<file path="config.mk">
export PLATFORM = sky130hd
export DESIGN_NAME = clk_div_multi_flat
export DESIGN_NICKNAME = d
export VERILOG_FILES = /design/src/rtl/clk_div_multi_if.sv /design/src/rtl/clk_div_multi.sv /design/src/flat_wrapper.sv
export SDC_FILE = /design/constraint.sdc
export NUM_CORES = 1
export LEC_CHECK = 0
export ABC_AREA = 1
export BUFFER_PORTS_ARGS = -buffer_cell sky130_fd_sc_hd__buf_2
export CAP_MARGIN = 20
export CORE_UTILIZATION = 30
export DETAILED_ROUTE_END_ITERATION = 16
export MAX_ROUTING_LAYER = met4
export PLACE_DENSITY = 0.46
export SKIP_CTS_REPAIR_TIMING = 1
export SLEW_MARGIN = 0
export SYNTH_ARGS = -nofsm -noshare
export SYNTH_HDL_FRONTEND = slang
export SYNTH_SLANG_ARGS = --single-unit
</file>
<file path="constraint.sdc">
create_clock -name clk_in -period 6.4 [get_ports clk_in]
set_clock_uncertainty 0.05 [all_clocks]
set_input_delay 0.64 -clock clk_in [delete_from_list [all_inputs] [get_ports clk_in]]
set_output_delay 0.64 -clock clk_in [all_outputs]
set_load 0.05 [all_outputs]
</file>
<file path="src/rtl/clk_div_multi_if.sv">
// Control and output bundle for the multi-channel clock/strobe generator.
// The master side programs enables, restarts and per-channel period/high
// fields; the slave side (the generator) returns divided clocks and ticks.
interface clk_div_multi_if #(
    parameter int unsigned NUM_CH = 4,
    parameter int unsigned WIDTH  = 32
) ();

    logic [NUM_CH-1:0]       en;
    logic [NUM_CH-1:0]       restart;
    logic [NUM_CH*WIDTH-1:0] period;
    logic [NUM_CH*WIDTH-1:0] high;
    logic [NUM_CH-1:0]       clk_out;
    logic [NUM_CH-1:0]       tick;

    modport master (
        output en,
        output restart,
        output period,
        output high,
        input  clk_out,
        input  tick
    );

    modport slave (
        input  en,
        input  restart,
        input  period,
        input  high,
        output clk_out,
        output tick
    );

endinterface

</file>
<file path="src/rtl/clk_div_multi.sv">
// Multi-channel programmable clock/strobe generator.
// Each channel runs a frame counter against shadowed period/high values that
// are only reloaded while idle, on restart, or at the frame wrap, so a
// reprogrammed channel never emits a truncated or stretched pulse.
module clk_div_multi #(
    parameter int unsigned NUM_CH = 4,
    parameter int unsigned WIDTH  = 32
) (
    input  logic            clk_in,
    input  logic            rst_n,
    clk_div_multi_if.slave  bus
);

    // Per-channel frame state
    logic [WIDTH-1:0] cnt_q     [NUM_CH];
    logic [WIDTH-1:0] cnt_d     [NUM_CH];
    logic [WIDTH-1:0] p_s_q     [NUM_CH];
    logic [WIDTH-1:0] p_s_d     [NUM_CH];
    logic [WIDTH-1:0] h_s_q     [NUM_CH];
    logic [WIDTH-1:0] h_s_d     [NUM_CH];
    logic [NUM_CH-1:0] clk_out_q;
    logic [NUM_CH-1:0] clk_out_d;
    logic [NUM_CH-1:0] tick_q;
    logic [NUM_CH-1:0] tick_d;

    // Unpacked views of the inputs and the per-channel wrap value
    logic [WIDTH-1:0] period_in [NUM_CH];
    logic [WIDTH-1:0] high_in   [NUM_CH];
    logic [WIDTH-1:0] last_cnt  [NUM_CH];

    // Unpack the packed fields; a shadow period of 0 behaves as period 1,
    // so both wrap at count 0.
    always_comb begin
        for (int i = 0; i < NUM_CH; i++) begin
            period_in[i] = bus.period[i*WIDTH +: WIDTH];
            high_in[i]   = bus.high[i*WIDTH +: WIDTH];
            last_cnt[i]  = (p_s_q[i] == '0) ? '0 : p_s_q[i] - WIDTH'(1);
        end
    end

    // Next-state: idle/restart park the channel and track the inputs; running
    // channels emit outputs from the pre-edge count and reload at the wrap.
    always_comb begin
        for (int i = 0; i < NUM_CH; i++) begin
            cnt_d[i]     = cnt_q[i];
            p_s_d[i]     = p_s_q[i];
            h_s_d[i]     = h_s_q[i];
            clk_out_d[i] = 1'b0;
            tick_d[i]    = 1'b0;

            if (!bus.en[i] || bus.restart[i]) begin
                cnt_d[i] = '0;
                p_s_d[i] = period_in[i];
                h_s_d[i] = high_in[i];
            end else begin
                tick_d[i]    = (cnt_q[i] == '0);
                clk_out_d[i] = (cnt_q[i] < h_s_q[i]);
                if (cnt_q[i] == last_cnt[i]) begin
                    cnt_d[i] = '0;
                    p_s_d[i] = period_in[i];
                    h_s_d[i] = high_in[i];
                end else begin
                    cnt_d[i] = cnt_q[i] + WIDTH'(1);
                end
            end
        end
    end

    // State registers with asynchronous clear of every channel
    always_ff @(posedge clk_in or negedge rst_n) begin
        if (!rst_n) begin
            for (int i = 0; i < NUM_CH; i++) begin
                cnt_q[i] <= '0;
                p_s_q[i] <= '0;
                h_s_q[i] <= '0;
            end
            clk_out_q <= '0;
            tick_q    <= '0;
        end else begin
            for (int i = 0; i < NUM_CH; i++) begin
                cnt_q[i] <= cnt_d[i];
                p_s_q[i] <= p_s_d[i];
                h_s_q[i] <= h_s_d[i];
            end
            clk_out_q <= clk_out_d;
            tick_q    <= tick_d;
        end
    end

    assign bus.clk_out = clk_out_q;
    assign bus.tick    = tick_q;

endmodule

</file>
<file path="src/flat_wrapper.sv">
// flat-port wrapper written by rule: the top's interface ports become plain ports
module clk_div_multi_flat 
#(
    parameter int unsigned NUM_CH = 4,
    parameter int unsigned WIDTH  = 32
)
  (clk_in, rst_n, bus_en, bus_restart, bus_period, bus_high, bus_clk_out, bus_tick);
  clk_div_multi_if #(.NUM_CH(NUM_CH), .WIDTH(WIDTH)) bus_i ();
  input  logic clk_in;
  input  logic rst_n;
  input wire logic [$bits(bus_i.en)-1:0] bus_en;
  input wire logic [$bits(bus_i.restart)-1:0] bus_restart;
  input wire logic [$bits(bus_i.period)-1:0] bus_period;
  input wire logic [$bits(bus_i.high)-1:0] bus_high;
  output wire logic [$bits(bus_i.clk_out)-1:0] bus_clk_out;
  output wire logic [$bits(bus_i.tick)-1:0] bus_tick;
  assign bus_i.en = bus_en;
  assign bus_i.restart = bus_restart;
  assign bus_i.period = bus_period;
  assign bus_i.high = bus_high;
  assign bus_clk_out = bus_i.clk_out;
  assign bus_tick = bus_i.tick;
  clk_div_multi #(.NUM_CH(NUM_CH), .WIDTH(WIDTH)) u_core (.clk_in(clk_in), .rst_n(rst_n), .bus(bus_i));
endmodule
</file>
==> results of run 1 <==
-- worst max-delay path by stage --
stage / end / slack (ns)
2_1_floorplan: u_core.p_s_q[100] / 3.94
3_3_place_gp: u_core.p_s_q[111] / 2.05
3_5_place_dp: u_core.p_s_q[111] / 2.04
4_1_cts: u_core.h_s_q[120] / 2.02
5_1_grt: u_core.p_s_q[111] / 1.61
6_report: u_core.p_s_q[108] / 2.07
-- sequential cells by signal, summed over array words and instances (netlist names) --
name / cells
u_core.bus.clk_out: 4
u_core.bus.tick: 4
u_core.p_s_q: 128
u_core.h_s_q: 128
u_core.cnt_q: 128
-- cells by family (layout without fill, tap and decap cells) --
logic type                 after synthesis  after routing  share of synthesized area
and+or+nand+nor                       2503           2503                      0.401
buffers and inverters                  540            797                     0.0840
DFF                                    392            392                      0.367
AOI/OAI and AO/OA                      211            211                     0.0464
adders and majority gates              136            136                     0.0637
xor gates and xnor gates               116            116                     0.0380
other                                    0              2                          0
-- metrics by stage --
stage          area [µm²]  setup WS, ns  total power, mW
6_report            30800          2.07             6.55
5_1_grt             30800          1.61             6.91
4_1_cts             30800          2.02             6.68
3_5_place_dp        29100          2.04             3.68
3_3_place_gp        29100          2.05             3.67
2_1_floorplan       26700          3.94             3.33
-- cells in the final DEF (no fill, tap or decap), types with 5 or more instances in the layout --
cell type	Yosys	final
inv_2	6	6
o21ai_1	18	18
clkinv_2	0	7
clkbuf_1	13	10
ha_1	136	136
nor2_4	8	12
dfrtp_1	392	392
nor2_1	508	504
nand3_1	466	463
nor4_1	24	24
nand4_1	161	161
nand2_1	1244	1244
clkbuf_16	0	53
nand2_4	1	5
o21bai_1	41	41
o31ai_1	5	5
a21oi_1	60	60
nand2_2	15	11
buf_2	62	272
o21ai_0	62	62
nor3_1	56	56
clkbuf_8	0	14
inv_1	412	412
xnor2_1	9	9
buf_4	17	12
xor2_1	107	107
nor2_2	7	7
-- layout make-up --
type	instances	area (µm²)
fill	9769	57400
multi-input combinational	2966	14700
sequential	392	9810
inverter	419	1570
clock buffer	77	1560
timing repair buffer	289	1550
tap	1165	1460
clock inverter	12	140
antenna	2	5.00
-- power by group --
| group | internal [mW] | leakage, nW | switching (mW) |
|---|---|---|---|
| registers | 2.62 | 4.94 | 0.152 |
| clock network | 1.78 | 0.836 | 1.15 |
| logic | 0.315 | 9.63 | 0.536 |
-- metal layers --
layer  up-vias  wire [µm]
met1     11700      41500
li1      13000          -
met4         0       1430
met5         -          0
met3        91       3450
met2       428      37000
==> flow_metrics.tcl, run 1 <==
set metrics [dict create \
    synth_nets 4300 \
    dieWidth_um 300 \
    synth_top_area_frac 0.367 \
    post-route-period-util 0.677 \
    grtUsageTotal 0.188 \
    post_synth_num_cell_types 45 \
    dp_hpwl_um 62000 \
    path_clk_slew_ns 0.06 \
    ys_seq_area_frac 0.367 \
    hold_violations 0 \
    rsz0062_at_grt "no" \
    max_stage_delay_ns 0.75 \
    portBuffers 273 \
    cts_sinks 392 \
    core-area_um2 88200 \
    min_period_ns 4.33 \
    critical_path.startpoint_type "flip-flop" \
    grt_pass1_wl_um 133000 \
    synth_warnings 0 \
    cpMostUsedCell "nand2_1" \
    finalNonFillerCells 5322 \
    cp_max_fo 96 \
    gr-total-overflow 0 \
    met1_usage 0.264 \
    place_congestion 0.899 \
    fin_util 0.349 \
    crit_chain "inv_1 -> ha_1 -> nand3_1 -> nor2_1 -> nand2_1 -> nor2_1 -> o21ai_0 -> nand2_1 -> nand3_1 -> nor2_1 -> nand2_1 -> nor2_1 -> nand3_2 -> nand2_4 -> nand2_1 -> nand2_1" \
    path_class "reg2reg" \
    grt.busiest_layer "met2" \
    grt_pass1_vias 24100 \
    r2r_start "u_core.p_s_q[96]" \
    slew_violations 0 \
    cts_tree "built" \
    grt_max_degree 137 \
    clk_latency_ns 0.61 \
    initial_core_util 0.303 \
    fin_nets 4520 \
    max-vdd-ir-drop_v 0.000193 \
    whs_ns 0.0181 \
    synth.cell_area_um2 26700 \
    ios 274 \
    dr_total_vias 25200 \
    area_delta_synth_final_pct 15.4 \
    drt_iter0_markers 1615 \
    crit_cells 16 \
    finalSetupViolations 0 \
    cpMaxStageDelayCell "nand2_4" \
    ys.flop_type "dfrtp_1" \
    fin_setup_tns_ns 0 \
    p_per_area_nw_per_um2 213 \
    path_delay_family "simple AND/OR/NAND/NOR gates" \
    dp_cells 5229 \
    yosysTopAreaCell "dfrtp_1" \
    arrival_ns 4.83 \
    cts.path.max_buffers 3 \
    drive_above_1_share 0.100 \
    fmaxAchievable_mhz 231 \
    die_height_um 300 \
    use_met2 0.287 \
    firstDrtPassIters 5 \
    h-tree-depth 2 \
    crit_required_ns 6.90 \
    rrSetupSlack_ns 2.07 \
    critPathBufInv 1 \
    synth_commonest_cells "1244 x nand2_1, 508 x nor2_1, 466 x nand3_1" \
    r2r_end "u_core.p_s_q[108]" \
    syn_avg_cell_area_um2 6.85 \
    synth_most_common_cell "nand2_1" \
    crit_start "u_core.p_s_q[96]" \
    synth_edf_count 0 \
    power.leakage_nw 15.4 \
    max_cap_violations 0 \
    syn_inst 3898 \
    rows 109 \
    clockRootBuffer "clkbuf_16" \
    wl_per_cell_um 15.7 \
    hold_path.class "in2async" \
    end_kind "flip-flop" \
    synth_seq_cells 392 \
    ant_nets 0 \
    drc 0 \
    wl_um 83400 \
    slew_headroom 0.311 \
    dieArea_um2 90200 \
    cts_inserted_buffers 50 \
    r2r.worst_path.cells 16 \
    status "finished clean" \
    antenna_found_initial 2 \
    viasPerCell 4.74 \
    synth_area_leaders "dfrtp_1 37%, nand2_1 17%, nand3_1 8.7%" \
    met3_usage 0.0249 \
    synthArstFlopShare 1.00 \
    tightest_slew_ns 1.03 \
]
(Power assumes the default switching activity.)
==> inputs of run 2 (changes only) <==
==> constraint.sdc (replaced) <==
create_clock -name clk_in -period 4.55 [get_ports clk_in]
set_clock_uncertainty 0.05 [all_clocks]
set_input_delay 0.455 -clock clk_in [delete_from_list [all_inputs] [get_ports clk_in]]
set_output_delay 0.455 -clock clk_in [all_outputs]
set_load 0.05 [all_outputs]
==> run 2 against run 1 <==
Net effect:
- the flow now finishes with violations (negative hold slack)
- combinational power is 57% higher
- sequential power up 41%
- die area is the same
- design area grew 6.3%
- sequential share of layout area decreased by 1.9 points
- setup slack lost 1.2 ns
- clock power rose by 36%
- critical endpoint is now u_core.h_s_q[121]
==> flow_metrics.tcl, run 2 (synthesis results as in run 1) <==
set metrics [dict create \
    cts_sinks 392 \
    fin_nets 4727 \
    dp_hpwl_um 63600 \
    end_kind "flip-flop" \
    cts_inserted_buffers 50 \
    initial_core_util 0.303 \
    finalNonFillerCells 5524 \
    fin_util 0.371 \
    drive_above_1_share 0.0964 \
    finalSetupViolations 0 \
    register_area_um2 9810 \
    die_height_um 300 \
    cts_tree "built" \
    dieWidth_um 300 \
    grt_pass1_wl_um 135000 \
    clk_latency_ns 0.64 \
    critical_path.startpoint_type "flip-flop" \
    h-tree-depth 2 \
    violations "negative hold slack" \
    gr-total-overflow 0 \
    crit_required_ns 5.08 \
    hold_violations 8 \
    grt_pass1_vias 24500 \
    firstDrtPassIters 7 \
    rsz0062_at_grt "no" \
    layout_common_cells "1244 x nand2_1, 504 x nor2_1, 463 x nand3_1, 412 x inv_1, 392 x dfrtp_1" \
    fillers 9556 \
    max_cap_violations 0 \
    power.leakage_nw 16.2 \
    p_per_area_nw_per_um2 281 \
    dieArea_um2 90200 \
    wl_per_cell_um 15.5 \
    dp_cells 5242 \
    tightest_slew_ns 0.908 \
    max-vdd-ir-drop_v 0.000296 \
    dr_total_vias 26000 \
    portBuffers 273 \
    fmaxAchievable_mhz 274 \
    slew_headroom 0.393 \
    grtUsageTotal 0.192 \
    antenna_found_initial 0 \
    clockRootBuffer "clkbuf_16" \
    ant_nets 0 \
    place_congestion 0.871 \
    grt_max_degree 90 \
    rows 109 \
    post-route-period-util 0.803 \
    cp_max_fo 33 \
    reg.largest.list "u_core.cnt_q x128, u_core.h_s_q x128, u_core.p_s_q x128" \
    cts.path.max_buffers 3 \
    arrival_ns 4.18 \
    whs_ns -0.0237 \
    fin_setup_tns_ns 0 \
    min_period_ns 3.65 \
    path_class "reg2reg" \
    antennaDiodeCount 0 \
    hold_path.class "in2reg" \
    multi_input_area_um2 14700 \
    status "complete, but fails checks" \
    final_common_cell "nand2_1" \
    area_delta_synth_final_pct 22.7 \
    viasPerCell 4.70 \
    drt_iter0_markers 1628 \
    drc 0 \
    slew_violations 0 \
    core-area_um2 88200 \
    path_clk_slew_ns 0.06 \
    ios 274 \
    wl_um 85400 \
]
run 2: changes by cell type in the layout (fill, tap and decap cells not counted), sizes merged:
cell / previous run / this run
clkbuf: 77 / 76
diode: 2 / 0
clkinvlp: 2 / 1
buf: 289 / 300
dlygate4sd3: 0 / 196
bufinv: 3 / 2
run 2: layout make-up:
| type | count | share of cell area |
|---|---|---|
| multi-input combinational | 2966 | 0.449 |
| inverter | 419 | 0.0480 |
| timing repair buffer | 496 | 0.110 |
| sequential | 392 | 0.299 |
| tap | 1165 | 0.0445 |
| clock inverter | 10 | 0.00324 |
| clock buffer | 76 | 0.0458 |
run 2: final timing paths:
kind / slack, ns / cells after the start / end / start
max in group asynchronous: 3.00 / 3 / u_core.p_s_q[81] / rst_n
min in group asynchronous: 0.42 / 2 / u_core.h_s_q[58] / rst_n
worst max-delay path: 0.90 / 18 / u_core.h_s_q[121] / u_core.p_s_q[96]
worst max register to register: 0.90 / 18 / u_core.h_s_q[121] / u_core.p_s_q[96]
worst min register to register: 0.45 / 2 / u_core.h_s_q[10] / u_core.h_s_q[10]
worst min-delay path: -0.02 / 3 / u_core.h_s_q[123] / bus_high[27]
run 2: metal layers:
metal  vias up  routed length (µm)  GRT usage  part of all wire
li1      13500                   -          -                 -
met1     12000               42000      0.265              0.49
met2       427               38500      0.295              0.45
met3        84                3510     0.0269             0.041
met4         0                1440     0.0423             0.017
met5         -                   0          -                 0
run 2: through the flow:
stage	total power [mW]	cell area, µm²	hold slack (ns)	setup WS (ns)
floorplan	4.68	26700	0.109	2.09
global placement	5.18	29200	0.442	0.848
detailed placement	5.18	29200	0.445	0.878
CTS	9.25	30800	-0.186	0.864
global route	9.71	32800	-0.000689	0.456
finish	9.22	32800	-0.0237	0.897
run 2: worst max-delay path, cell delays in order (launching register included):
cell,delay [ns]
dfrtp_1,0.38
inv_1,0.09
ha_1,0.20
nand3_1,0.15
nor2_1,0.13
buf_4,0.18
nand2_1,0.08
nor2_1,0.59
o21ai_0,0.16
nand2_1,0.09
nand3_1,0.07
nor2_1,0.11
nand2_1,0.07
nor2_1,0.22
nand3_2,0.14
nand2_4,0.36
buf_4,0.35
nand2_1,0.08
nand2_1,0.07
run 2: power breakdown:
part	internal [mW]	leakage [nW]	switching, mW
logic	0.557	10.5	0.778
registers	3.69	4.94	0.217
clock network	2.36	0.790	1.62
==> inputs of run 3 (changes only) <==
--- a/config.mk
+++ b/config.mk
@@ -11,7 +11,7 @@
 export CORE_UTILIZATION = 30
 export DETAILED_ROUTE_END_ITERATION = 16
 export MAX_ROUTING_LAYER = met4
-export PLACE_DENSITY = 0.46
+export PLACE_DENSITY = 0.48
 export SKIP_CTS_REPAIR_TIMING = 1
 export SLEW_MARGIN = 0
 export SYNTH_ARGS = -nofsm -noshare
==> constraint.sdc (replaced) <==
create_clock -name clk_in -period 3.25 [get_ports clk_in]
set_clock_uncertainty 0.05 [all_clocks]
set_input_delay 0.325 -clock clk_in [delete_from_list [all_inputs] [get_ports clk_in]]
set_output_delay 0.325 -clock clk_in [all_outputs]
set_load 0.05 [all_outputs]
==> run 3 against run 2 <==
Net effect:
- largest cell class unchanged
- sequential share of layout area fell by 1.2 points
- largest power group unchanged
- sequential cell count did not move
- the flow now finishes without violations
- non-clock buffer count rose by 122
- sequential power rose by 39%
- die area did not move
==> flow_metrics.tcl, run 3 (synthesis results as in run 1) <==
set metrics [dict create \
    critical_path.startpoint_type "flip-flop" \
    finalNonFillerCells 5656 \
    crit_start "u_core.p_s_q[96]" \
    placed_cell_area_um2 29800 \
    wl_um 86800 \
    dieWidth_um 300 \
    clk_latency_ns 0.61 \
    r2r_end "u_core.p_s_q[121]" \
    grt_max_degree 85 \
    hold_path.class "in2reg" \
    place_congestion 0.895 \
    cts_tree "built" \
    area_delta_synth_final_pct 27.9 \
    ant_nets 0 \
    fin_nets 4848 \
    reg.largest.list "u_core.cnt_q x128, u_core.h_s_q x128, u_core.p_s_q x128" \
    max-vdd-ir-drop_v 0.000373 \
    slew_violations 0 \
    grt_pass1_vias 24600 \
    drc 0 \
    drt_iter0_markers 1565 \
    dp_hpwl_um 64600 \
    final_common_cell "nand2_1" \
    fmaxAchievable_mhz 336 \
    cp_max_fo 39 \
    power_mw 13.2 \
    drive_above_1_share 0.110 \
    rrSetupSlack_ns 0.27 \
    dp_cells 5301 \
    grt_pass1_wl_um 134000 \
    viasPerCell 4.73 \
    layout_common_cells "1243 x nand2_1, 503 x nor2_1, 463 x nand3_1, 412 x inv_1, 392 x dfrtp_1" \
    wl_per_cell_um 15.3 \
    core-area_um2 88200 \
    path_class "reg2reg" \
    gr-total-overflow 0 \
    hold_violations 0 \
    dieArea_um2 90200 \
    power.leakage_nw 16.9 \
    post-route-period-util 0.917 \
    die_height_um 300 \
    initial_core_util 0.303 \
    antenna_found_initial 4 \
    finalSetupViolations 0 \
    cp-endpoint "u_core.p_s_q[121]" \
    status "finished clean" \
    min_period_ns 2.98 \
    clockRootBuffer "clkbuf_16" \
    max_cap_violations 0 \
    r2r_start "u_core.p_s_q[96]" \
    firstDrtPassIters 5 \
    tightest_slew_ns 0.788 \
    ios 274 \
    slew_headroom 0.475 \
    rsz0062_at_grt "no" \
    grtUsageTotal 0.190 \
    crit_required_ns 3.73 \
    cts_sinks 392 \
    end_kind "flip-flop" \
    portBuffers 273 \
    fin_setup_tns_ns 0 \
    r2r.worst_path.cells 19 \
    whs_ns 0.0373 \
    rows 109 \
    fin_area_um2 34200 \
    cts.path.max_buffers 3 \
    arrival_ns 3.46 \
    cts_inserted_buffers 49 \
    path_clk_slew_ns 0.06 \
    dr_total_vias 26800 \
    fillers 9479 \
    h-tree-depth 2 \
    p_per_area_nw_per_um2 386 \
]
run 3: critical path, cell delays in order, from the launching register on:
cell and delay (ns):
dfrtp_1 0.40, inv_1 0.10, ha_2 0.20, nand3_1 0.15, nor2_1 0.13, buf_4 0.18
nand2_1 0.08, nor2_1 0.11, buf_4 0.19, o21ai_0 0.09, nand2_1 0.07, nand3_1 0.07
nor2_1 0.11, nand2_1 0.08, nor2_1 0.17, nand3_2 0.15, nand2_4 0.13, buf_12 0.19
nand2_1 0.15, nand2_1 0.09
run 3: metrics by stage:
step | util | worst slack, ns
2_1_floorplan | - | 0.791
3_5_place_dp | 0.338 | 0.0629
4_1_cts | 0.357 | 0.0276
3_3_place_gp | 0.338 | 0.116
5_1_grt | 0.387 | 0.00860
6_report | 0.387 | 0.269
run 3: area by class of cell:
class | count | area [µm²] | area share
Antenna cell | 4 | 10.0 | 0.000293
Multi-Input combinational cell | 2966 | 14800 | 0.432
Inverter | 419 | 1570 | 0.0460
Clock buffer | 79 | 1560 | 0.0457
Clock inverter | 13 | 129 | 0.00377
Tap cell | 1165 | 1460 | 0.0427
Sequential cell | 392 | 9810 | 0.287
Timing Repair Buffer | 618 | 4860 | 0.142
run 3: power by group:
group	internal, mW	switching [mW]	leakage (nW)
logic	0.896	1.15	11.1
registers	5.16	0.267	4.94
clock network	3.43	2.27	0.838
total	9.49	3.68	16.9
run 3: metal layers:
| layer | track usage | part of all wire | up-vias |
|---|---|---|---|
| met5 | - | 0 | - |
| met4 | 0.0440 | 0.019 | 0 |
| met3 | 0.0304 | 0.042 | 107 |
| met2 | 0.293 | 0.46 | 487 |
| met1 | 0.260 | 0.48 | 12500 |
| li1 | - | - | 13700 |
run 3: how the worst min path moves through the flow:
stage	startpoint	end	slack, ns	cells after the start
after detailed placement	rst_n	u_core.h_s_q[72]	0.40	1
after global routing	bus_restart[0]	u_core.h_s_q[113]	0.02	4
after floorplan	rst_n	u_core.bus.clk_out[0]	-0.02	0
after CTS	rst_n	u_core.h_s_q[93]	-0.29	1
final	bus_restart[0]	u_core.h_s_q[113]	0.04	4
after global placement	rst_n	u_core.h_s_q[45]	0.40	1
